`src/rtl/palette_if.sv`:
```
// Palette download / palette-RAM write bundle shared by the loader and its source.
interface palette_if;
    logic        pal_download;
    logic        ioctl_wr;
    logic [24:0] ioctl_addr;
    logic [7:0]  ioctl_dout;
    logic        vblank;
    logic        ioctl_wait;
    logic        load_color;
    logic [23:0] load_color_data;
    logic [5:0]  load_color_index;
    logic        busy;
    logic        done;

    modport slave (
        input  pal_download, ioctl_wr, ioctl_addr, ioctl_dout, vblank,
        output ioctl_wait, load_color, load_color_data, load_color_index, busy, done
    );

    modport master (
        output pal_download, ioctl_wr, ioctl_addr, ioctl_dout, vblank,
        input  ioctl_wait, load_color, load_color_data, load_color_index, busy, done
    );
endinterface

```
`src/rtl/palette_loader.sv`:
```
// Assembles RGB triplets from a palette file download, buffers them in a small FIFO
// and commits them to palette RAM only while vblank is high.
module palette_loader #(
    parameter int unsigned FIFO_DEPTH = 4,
    parameter int unsigned ENTRIES    = 64
) (
    input  logic      clk,
    input  logic      reset,
    palette_if.slave  bus
);
    localparam int unsigned PtrW = $clog2(FIFO_DEPTH);
    localparam int unsigned CntW = PtrW + 1;
    localparam int unsigned IdxW = $clog2(ENTRIES + 1);
    localparam logic [CntW-1:0] FullLvl  = CntW'(FIFO_DEPTH);
    localparam logic [CntW-1:0] WaitLvl  = CntW'(FIFO_DEPTH - 1);
    localparam logic [IdxW-1:0] EntryLim = IdxW'(ENTRIES);

    typedef enum logic [1:0] {StIdle, StRecv, StDrain} state_e;

    state_e            state_q, state_d;
    logic              dl_q;
    logic [1:0]        phase_q, phase_d;
    logic [IdxW-1:0]   index_q, index_d;
    logic [7:0]        r_q, r_d, g_q, g_d;
    logic [29:0]       mem_q [FIFO_DEPTH];
    logic [PtrW-1:0]   wr_ptr_q, rd_ptr_q;
    logic [CntW-1:0]   count_q, count_d;
    logic              wait_q, lc_q;
    logic [23:0]       lc_data_q;
    logic [5:0]        lc_index_q;

    logic              dl_rise, dl_fall, wr_en, push, push_ok, pop, done_c;
    logic [29:0]       push_data;
    logic [1:0]        eff_phase;
    logic [IdxW-1:0]   eff_index;

    assign dl_rise = bus.pal_download & ~dl_q;
    assign dl_fall = ~bus.pal_download & dl_q;
    assign pop     = bus.vblank & (count_q != '0);
    // A push into a full FIFO only happens if the source ignores ioctl_wait; drop it.
    assign push_ok = push & (count_q != FullLvl);
    assign count_d = count_q + CntW'(push_ok) - CntW'(pop);

    // Byte assembly: R/G/B phase tracking, realignment on address 0, entry push.
    always_comb begin
        phase_d   = phase_q;
        index_d   = index_q;
        r_d       = r_q;
        g_d       = g_q;
        push      = 1'b0;
        push_data = '0;
        eff_phase = phase_q;
        eff_index = index_q;
        wr_en     = bus.ioctl_wr && (state_q == StRecv) && !dl_fall;
        if (bus.ioctl_addr == '0) begin
            eff_phase = '0;
            eff_index = '0;
        end
        if (dl_rise) begin
            phase_d = '0;
            index_d = '0;
        end else if (wr_en) begin
            index_d = eff_index;
            case (eff_phase)
                2'd0: begin
                    r_d     = bus.ioctl_dout;
                    phase_d = 2'd1;
                end
                2'd1: begin
                    g_d     = bus.ioctl_dout;
                    phase_d = 2'd2;
                end
                default: begin
                    phase_d = 2'd0;
                    // Entries past the table size are swallowed without a push.
                    if (eff_index < EntryLim) begin
                        push      = 1'b1;
                        push_data = {6'(eff_index), r_q, g_q, bus.ioctl_dout};
                        index_d   = eff_index + IdxW'(1);
                    end
                end
            endcase
        end
    end

    // Download state machine; done fires in the cycle DRAIN hands back to IDLE.
    always_comb begin
        state_d = state_q;
        done_c  = 1'b0;
        unique case (state_q)
            StIdle:  if (dl_rise) state_d = StRecv;
            StRecv:  if (dl_fall) state_d = StDrain;
            StDrain: begin
                if (dl_rise) begin
                    state_d = StRecv;
                end else if ((count_q == '0) && !lc_q) begin
                    state_d = StIdle;
                    done_c  = 1'b1;
                end
            end
            default: state_d = StIdle;
        endcase
    end

    // State, FIFO bookkeeping and registered palette-RAM outputs.
    always_ff @(posedge clk) begin
        if (reset) begin
            state_q    <= StIdle;
            dl_q       <= 1'b0;
            phase_q    <= '0;
            index_q    <= '0;
            r_q        <= '0;
            g_q        <= '0;
            wr_ptr_q   <= '0;
            rd_ptr_q   <= '0;
            count_q    <= '0;
            wait_q     <= 1'b0;
            lc_q       <= 1'b0;
            lc_data_q  <= '0;
            lc_index_q <= '0;
        end else begin
            state_q <= state_d;
            dl_q    <= bus.pal_download;
            phase_q <= phase_d;
            index_q <= index_d;
            r_q     <= r_d;
            g_q     <= g_d;
            count_q <= count_d;
            // One slot of headroom so a triplet already in flight still fits.
            wait_q  <= (count_d >= WaitLvl);
            lc_q    <= pop;
            if (push_ok) wr_ptr_q <= wr_ptr_q + PtrW'(1);
            if (pop) begin
                rd_ptr_q                <= rd_ptr_q + PtrW'(1);
                {lc_index_q, lc_data_q} <= mem_q[rd_ptr_q];
            end
        end
    end

    // FIFO storage needs no reset; occupancy alone defines validity.
    always_ff @(posedge clk) begin
        if (push_ok) mem_q[wr_ptr_q] <= push_data;
    end

    assign bus.ioctl_wait       = wait_q;
    assign bus.load_color       = lc_q;
    assign bus.load_color_data  = lc_data_q;
    assign bus.load_color_index = lc_index_q;
    assign bus.busy             = (state_q != StIdle) & ~reset;
    assign bus.done             = done_c & ~reset;
endmodule
```
`src/flat_wrapper.sv`:
```
// flat-port wrapper written by rule: the top's interface ports become plain ports
module palette_loader_flat 
#(
    parameter int unsigned FIFO_DEPTH = 4,
    parameter int unsigned ENTRIES    = 64
)
  (clk, reset, bus_pal_download, bus_ioctl_wr, bus_ioctl_addr, bus_ioctl_dout, bus_vblank, bus_ioctl_wait, bus_load_color, bus_load_color_data, bus_load_color_index, bus_busy, bus_done);
  palette_if bus_i ();
  input  logic clk;
  input  logic reset;
  input wire logic [$bits(bus_i.pal_download)-1:0] bus_pal_download;
  input wire logic [$bits(bus_i.ioctl_wr)-1:0] bus_ioctl_wr;
  input wire logic [$bits(bus_i.ioctl_addr)-1:0] bus_ioctl_addr;
  input wire logic [$bits(bus_i.ioctl_dout)-1:0] bus_ioctl_dout;
  input wire logic [$bits(bus_i.vblank)-1:0] bus_vblank;
  output wire logic [$bits(bus_i.ioctl_wait)-1:0] bus_ioctl_wait;
  output wire logic [$bits(bus_i.load_color)-1:0] bus_load_color;
  output wire logic [$bits(bus_i.load_color_data)-1:0] bus_load_color_data;
  output wire logic [$bits(bus_i.load_color_index)-1:0] bus_load_color_index;
  output wire logic [$bits(bus_i.busy)-1:0] bus_busy;
  output wire logic [$bits(bus_i.done)-1:0] bus_done;
  assign bus_i.pal_download = bus_pal_download;
  assign bus_i.ioctl_wr = bus_ioctl_wr;
  assign bus_i.ioctl_addr = bus_ioctl_addr;
  assign bus_i.ioctl_dout = bus_ioctl_dout;
  assign bus_i.vblank = bus_vblank;
  assign bus_ioctl_wait = bus_i.ioctl_wait;
  assign bus_load_color = bus_i.load_color;
  assign bus_load_color_data = bus_i.load_color_data;
  assign bus_load_color_index = bus_i.load_color_index;
  assign bus_busy = bus_i.busy;
  assign bus_done = bus_i.done;
  palette_loader #(.FIFO_DEPTH(FIFO_DEPTH), .ENTRIES(ENTRIES)) u_core (.clk(clk), .reset(reset), .bus(bus_i));
endmodule
```
`config.mk`:
```
export PLATFORM = sky130hd
export DESIGN_NAME = palette_loader_flat
export DESIGN_NICKNAME = d
export VERILOG_FILES = /design/src/rtl/palette_if.sv /design/src/rtl/palette_loader.sv /design/src/flat_wrapper.sv
export SDC_FILE = /design/constraint.sdc
export NUM_CORES = 1
export LEC_CHECK = 0
export ABC_AREA = 1
export BUFFER_PORTS_ARGS = -buffer_cell sky130_fd_sc_hd__buf_2
export CORE_MARGIN = 3
export CORE_UTILIZATION = 45
export CTS_CLUSTER_SIZE = 8
export DETAILED_ROUTE_END_ITERATION = 8
export PLACE_DENSITY = 0.7
export RECOVER_POWER = 50
export SLEW_MARGIN = 20
export SYNTH_ARGS = -nofsm -noshare
export SYNTH_HDL_FRONTEND = slang
export SYNTH_SLANG_ARGS = --single-unit
export TNS_END_PERCENT = 50
```
`constraint.sdc`:
```
create_clock -name clk -period 5.3 [get_ports clk]
set_clock_uncertainty 0.2 [all_clocks]
set_input_delay 1.06 -clock clk [delete_from_list [all_inputs] [get_ports clk]]
set_output_delay 1.06 -clock clk [all_outputs]
set_load 0.03 [all_outputs]
```
==> results of run 1 <==
-- metal layers --
metal / GRT usage (%) / wire [um] / vias up
met2: 30.1 / 7770 / 155
met5: 0 / 0 / -
met4: 6.33 / 293 / 0
met3: 4.72 / 919 / 27
met1: 23.2 / 7300 / 2557
li1: - / - / 2674
-- where the power goes --
| part | total (mW) | internal, mW | switching (mW) |
|---|---|---|---|
| combinational | 0.869 | 0.227 | 0.642 |
| clock | 1.32 | 0.767 | 0.558 |
| sequential | 1.70 | 1.65 | 0.0564 |
-- worst max-delay path by stage --
| stage | endpoint | slack, ns | depth (start not counted) | startpoint |
|---|---|---|---|---|
| after floorplan | bus_done | 1.49 | 4 | reset |
| after global placement | u_core.mem_q[3][25] | 1.64 | 10 | bus_pal_download |
| after detailed placement | u_core.mem_q[3][28] | 1.57 | 10 | bus_pal_download |
| after CTS | bus_done | 1.62 | 7 | bus_pal_download |
| after global routing | u_core.bus.ioctl_wait | 0.88 | 13 | bus_ioctl_addr[10] |
| final | u_core.bus.ioctl_wait | 1.18 | 13 | bus_ioctl_addr[10] |
-- cells by family after synthesis --
| group | Yosys count | synth area share [%] |
|---|---|---|
| buffers and inverters | 105 | 5.71 |
| and+or+nand+nor | 322 | 17.2 |
| xor gates and xnor gates | 1 | 0.116 |
| AOI/OAI and AO/OA | 140 | 10.1 |
| DFF | 187 | 65.4 |
| adders and majority gates | 9 | 1.59 |
-- metrics by stage --
step | setup WS (ns) | instances | area (um^2)
2_1_floorplan | 1.49 | 764 | 7570
3_3_place_gp | 1.64 | 1023 | 8090
3_5_place_dp | 1.57 | 1023 | 8090
4_1_cts | 1.62 | 1055 | 8720
5_1_grt | 0.879 | 1055 | 8650
6_report | 1.18 | 1055 | 8650
-- Yosys cell counts (5+ instances only) --
cell type / count / area [um^2]
nor3_1: 5 / 25.0
ha_1: 8 / 100
dfxtp_1: 67 / 1340
a31oi_1: 30 / 188
nor2_1: 229 / 860
inv_1: 64 / 240
clkbuf_1: 28 / 105
o21ai_0: 96 / 480
edfxtp_1: 120 / 3600
nand2_1: 66 / 248
a21oi_1: 11 / 55.1
nand3_1: 12 / 60.1
-- flip-flops by register name, indices dropped and copies added, names as in the netlist, 2 cells and up --
| signal | flops |
|---|---|
| u_core.phase_q | 2 |
| u_core.count_q | 3 |
| u_core.mem_q | 120 |
| u_core.g_q | 8 |
| u_core.state_q | 2 |
| u_core.rd_ptr_q | 2 |
| u_core.index_q | 7 |
| u_core.r_q | 8 |
| u_core.bus.load_color_data | 24 |
| u_core.bus.load_color_index | 6 |
| u_core.wr_ptr_q | 2 |
-- worst max-delay path: stages --
cell      delay (ns)
buf_2           0.10
nor2_1          0.10
nand3_1         0.08
nor2_1          0.09
nand3_1         0.44
nand4_2         0.20
clkbuf_1        1.03
nor2_4          0.07
ha_1            0.27
fa_1            0.37
xor2_1          0.16
inv_1           0.07
o21ai_0         0.17
-- cell type report --
class	instances	area (um^2)	area share [%]
Clock inverter	14	183	2.11
Inverter	68	255	2.95
Timing Repair Buffer	80	369	4.27
Multi-Input combinational cell	472	2190	25.3
Tap cell	216	270	3.12
Sequential cell	187	4950	57.2
Clock buffer	18	439	5.08
==> metrics.csv, run 1 <==
stage,metric,value,unit
cts,cts_tree,yes,
global_routing,grt_pass1_wl,26000,um
synthesis,syn_nets,811,
worst_setup_path,regToRegSetupSlack,1.77,ns
worst_setup_path,required,5.43,ns
layout,final_cell_mix,"nor2_1, edfxtp_1, o21ai_0",
worst_setup_path,timing.rr.end,u_core.bus.load_color_data[16],
timing,relSlewSlack,-74.3,%
synthesis,synth_area_per_cell,9.90,um^2
power,cellLeakagePower,3.37,nW
synthesis,synth_seq_area_share,65.4,%
cts,root_buffer,clkbuf_16,
cts,cts_resized,0,
cts,clock_latency,0.42,ns
synthesis,netlist-cell-type-count,30,
placed_design,port_buffers,71,
route,drc,0,
global_routing,grt_max_degree,62,
worst_setup_path,cp-end-kind,flip-flop,
cts,path_clk_slew,0.07,ns
layout,final_common_cell,nor2_1,
worst_hold_path,hold_path_class,flip-flop to flip-flop,
layout,nFillCells,1431,
timing,maxSlewViolCount,98,
layout,area_delta_synth_final,14.3,%
worst_setup_path,ff2ff_path_depth,9,
cts,numCtsBuffers,17,
timing,hold_viol,0,
timing,fin_hold_ws,0.286,ns
power,power_density,451,nW/um^2
synthesis,ys_ff_latch,187,
route,drt_iter0_drc,455,
cts,clock-sinks,187,
timing,period_minus_slack,4.12,ns
route,viasPerCell,5.13,
worst_setup_path,crit_type,input port to flip-flop,
route,drt_wl_total,16300,um
timing,tightest_slew,2.61,ns
route,first_pass_iters,5,
placed_design,hpwlAfterDp,9740,um
timing,rsz0062_at_grt,no,
synthesis,synth_area,7570,um^2
status,run_status,"complete, but fails checks",
floorplanning,start_util,46.8,%
worst_hold_path,hold_start,u_core.g_q[3],
cts,cts-htree-levels,4,
placed_design,place.gp.congestion,0.886,
power,ir_drop,270,uV
floorplanning,die_area,18400,um^2
synthesis,synthArstFlopShare,0,%
floorplanning,ioPinCount,72,
cts,holdBufCountCts,0,
cts,clock_path_buffers,2,
global_routing,grt_pass1_vias,5187,
timing,finalCritPeriodShare,77.7,%
synthesis,syn_inst,764,
worst_setup_path,critPathMaxFanout,30,
floorplanning,row_count,46,
floorplanning,chipHeight,136,um
timing,finalSetupTns,0,ns
route,dr_total_vias,5413,
synthesis,synthFlopType,edfxtp_1,
synthesis,yosys_warnings,0,
route,wire_per_inst,15.4,um
floorplanning,chipWidth,136,um
flow_run,max-cap-violations,2,
synthesis,synth_edf_count,120,
layout,final_util,53.5,%
timing,setup_viol,0,
layout,drive_gt1_share,10.8,%
power,power.total,3.90,mW
worst_hold_path,hold_depth,2,
layout,nNetsFinal,873,
cts,cts_setup_buffers,0,
global_routing,grt_util_all_layers,18.2,%
status,failed_checks,"capacitance limit, slew limit",
global_routing,overflow,0,
worst_setup_path,start_kind,input port,
timing,fmax,243,MHz
worst_setup_path,crit_arrival,4.25,ns
worst_setup_path,crit-reg2reg-launch,u_core.count_q[1],
worst_hold_path,worstHoldEndpoint,u_core.g_q[3],
route,postRouteAntennaNets,0,
layout,diodes,0,
global_routing,grt_antenna_before_repair,0,
floorplanning,core-area,16200,um^2
No activity file was read; power rests on OpenSTA's default activity.
==> inputs of run 2 (changes only) <==
--- a/config.mk
+++ b/config.mk
@@ -11,7 +11,7 @@
 export CORE_UTILIZATION = 45
 export CTS_CLUSTER_SIZE = 8
 export DETAILED_ROUTE_END_ITERATION = 8
-export PLACE_DENSITY = 0.7
+export PLACE_DENSITY = 0.73
 export RECOVER_POWER = 50
 export SLEW_MARGIN = 20
 export SYNTH_ARGS = -nofsm -noshare
==> constraint.sdc (replaced) <==
create_clock -name clk -period 3.35 [get_ports clk]
set_clock_uncertainty 0.2 [all_clocks]
set_input_delay 0.67 -clock clk [delete_from_list [all_inputs] [get_ports clk]]
set_output_delay 0.67 -clock clk [all_outputs]
set_load 0.03 [all_outputs]
==> run 2 against run 1 <==
The flow still finishes with violations (capacitance limit, slew limit); sequential power increased by 59%; worst setup slack got worse by 0.63 ns; routed wire length fell by 3.2%; power grew 53%; sequential cell count is the same; design area shrank 0.49%; combinational power grew 55%; largest cell class unchanged; highest routed layer unchanged.
==> metrics.csv, run 2 (same netlist as run 1, synthesis figures left out) <==
stage,metric,value,unit,change
worst_setup_path,slowest_stage,buf_4,,
worst_setup_path,required,3.24,ns,-2.19 ns
cts,clock_latency,0.42,ns,about the same
route,drc,0,,unchanged
floorplanning,chipHeight,136,um,unchanged
layout,finalNonFillerCells,1061,,+0.57%
cts,clock-sinks,187,,unchanged
cts,cts_tree,yes,,
placed_design,post_dp_cell_area,8140,um^2,+0.56%
cts,cts_setup_buffers,0,,unchanged
route,first_pass_iters,5,,unchanged
layout,largest_reg_flops,120,,unchanged
timing,setup_viol,0,,unchanged
layout,final_util,53.2,%,-0.26 points
worst_hold_path,hold_path_class,flip-flop to flip-flop,,
timing,tightest_slew,1.70,ns,-0.915 ns
placed_design,place.gp.congestion,0.870,,-1.8%
route,wire_per_inst,14.9,um,-3.7%
worst_setup_path,crit_type,flip-flop to flip-flop,,
route,drt_iter0_drc,401,,-12%
floorplanning,ioPinCount,72,,unchanged
layout,postLayoutCellArea,8610,um^2,-0.49%
status,failed_checks,"capacitance limit, slew limit",,
floorplanning,core-area,16200,um^2,unchanged
global_routing,grt_pass1_wl,25100,um,-3.3%
placed_design,dp.cells,1029,,+0.59%
floorplanning,row_count,46,,unchanged
power,power_density,693,nW/um^2,+54%
placed_design,port_buffers,71,,unchanged
layout,nNetsFinal,879,,+0.69%
route,dr_total_vias,5292,,-2.2%
global_routing,grt_pass1_vias,4921,,-5.1%
global_routing,grt_util_all_layers,17.7,%,-0.48 points
timing,period_minus_slack,2.80,ns,
cts,cts_resized,0,,unchanged
global_routing,grt_max_degree,62,,unchanged
cts,holdBufCountCts,0,,unchanged
placed_design,hpwlAfterDp,9240,um,-5.1%
worst_setup_path,crit_arrival,2.69,ns,-1.56 ns
worst_setup_path,crit_chain,"inv_1, nor2_1, o211ai_1, nor2_1, nand4_1, nor2_1, inv_1, nor2_2, buf_4",,
floorplanning,start_util,46.8,%,unchanged
layout,drive_gt1_share,10.3,%,-0.55 points
worst_setup_path,slowest_delay,0.34,ns,-0.69 ns
timing,finalCritPeriodShare,83.5,%,
cts,clock_path_buffers,2,,unchanged
worst_setup_path,start_kind,flip-flop,,
timing,fmax,358,MHz,
layout,diodes,0,,unchanged
worst_setup_path,critPathMaxFanout,22,,-27%
timing,maxSlewViolCount,62,,-37%
layout,final_cell_mix,"nor2_1, edfxtp_1, o21ai_0",,
cts,path_clk_slew,0.06,ns,about the same
floorplanning,chipWidth,136,um,unchanged
timing,fin_hold_ws,0.284,ns,-0.00199 ns
power,cellLeakagePower,3.36,nW,about the same
worst_setup_path,cp-end-kind,flip-flop,,
route,postRouteAntennaNets,0,,unchanged
timing,rsz0062_at_grt,no,,
layout,final_common_cell,nor2_1,,
status,run_status,"complete, but fails checks",,
timing,hold_viol,0,,unchanged
route,viasPerCell,4.99,,-2.8%
cts,numCtsBuffers,17,,unchanged
layout,largest-register,u_core.mem_q,,
cts,cts-htree-levels,4,,unchanged
route,drt_wl_total,15800,um,-3.2%
worst_setup_path,cp_common_cell,nor2_1,,
flow_run,max-cap-violations,1,,-1
cts,root_buffer,clkbuf_16,,
global_routing,grt_antenna_before_repair,0,,unchanged
layout,area_delta_synth_final,13.8,%,
timing,finalSetupTns,0,ns,unchanged
worst_setup_path,regToRegSetupSlack,0.55,ns,-1.22 ns
timing,relSlewSlack,-13.4,%,+61 points
global_routing,overflow,0,,unchanged
floorplanning,die_area,18400,um^2,unchanged
power,ir_drop,444,uV,+65%
[run 2: worst paths after layout]
| check | start | end | depth (start not counted) |
|---|---|---|---|
| max | u_core.state_q[0] | u_core.mem_q[3][22] | 9 |
| min reg2reg | u_core.g_q[1] | u_core.g_q[1] | 2 |
| min | u_core.g_q[1] | u_core.g_q[1] | 2 |
| max reg2reg | u_core.state_q[0] | u_core.mem_q[3][22] | 9 |
[run 2: per-layer routing]
layer  wire length (um)  part of all wire (%)  GRT usage [%]  vias up
li1                   -                     -              -     2684
met1               6970                    44           23.6     2455
met2               7730                    49           29.1      141
met3                868                   5.5           3.75       12
met4                198                   1.3           5.54        0
met5                  0                     0              0        -
[run 2: power breakdown]
group,switching (mW),total (mW),internal [mW],leakage [nW]
Sequential,0.105,2.71,2.60,1.91
Combinational,0.991,1.35,0.362,1.19
Clock,0.821,1.90,1.08,0.262
[run 2: metrics by stage]
step                power (mW)  setup slack [ns]
floorplan                 3.77            0.0627
global placement          4.14             0.622
detailed placement        4.17             0.519
CTS                       6.06             0.530
global route              6.29             0.238
finish                    5.97             0.554
[run 2: layout make-up]
class	instances	area, um^2
clock buffers	23	478
flip-flops and latches	187	4940
clock inverters	9	90.1
repair buffers	86	419
inverters	68	255
well taps	216	270
fillers	1401	7570
multi-input cells	472	2150
[run 2: worst max-delay path, delay by kind of cell (launching register included)]
family,cells,cell delay [ns]
AOI/OAI and AO/OA,1,0.31
buffers and inverters,3,0.61
and+or+nand+nor,5,1.01
DFF,1,0.33
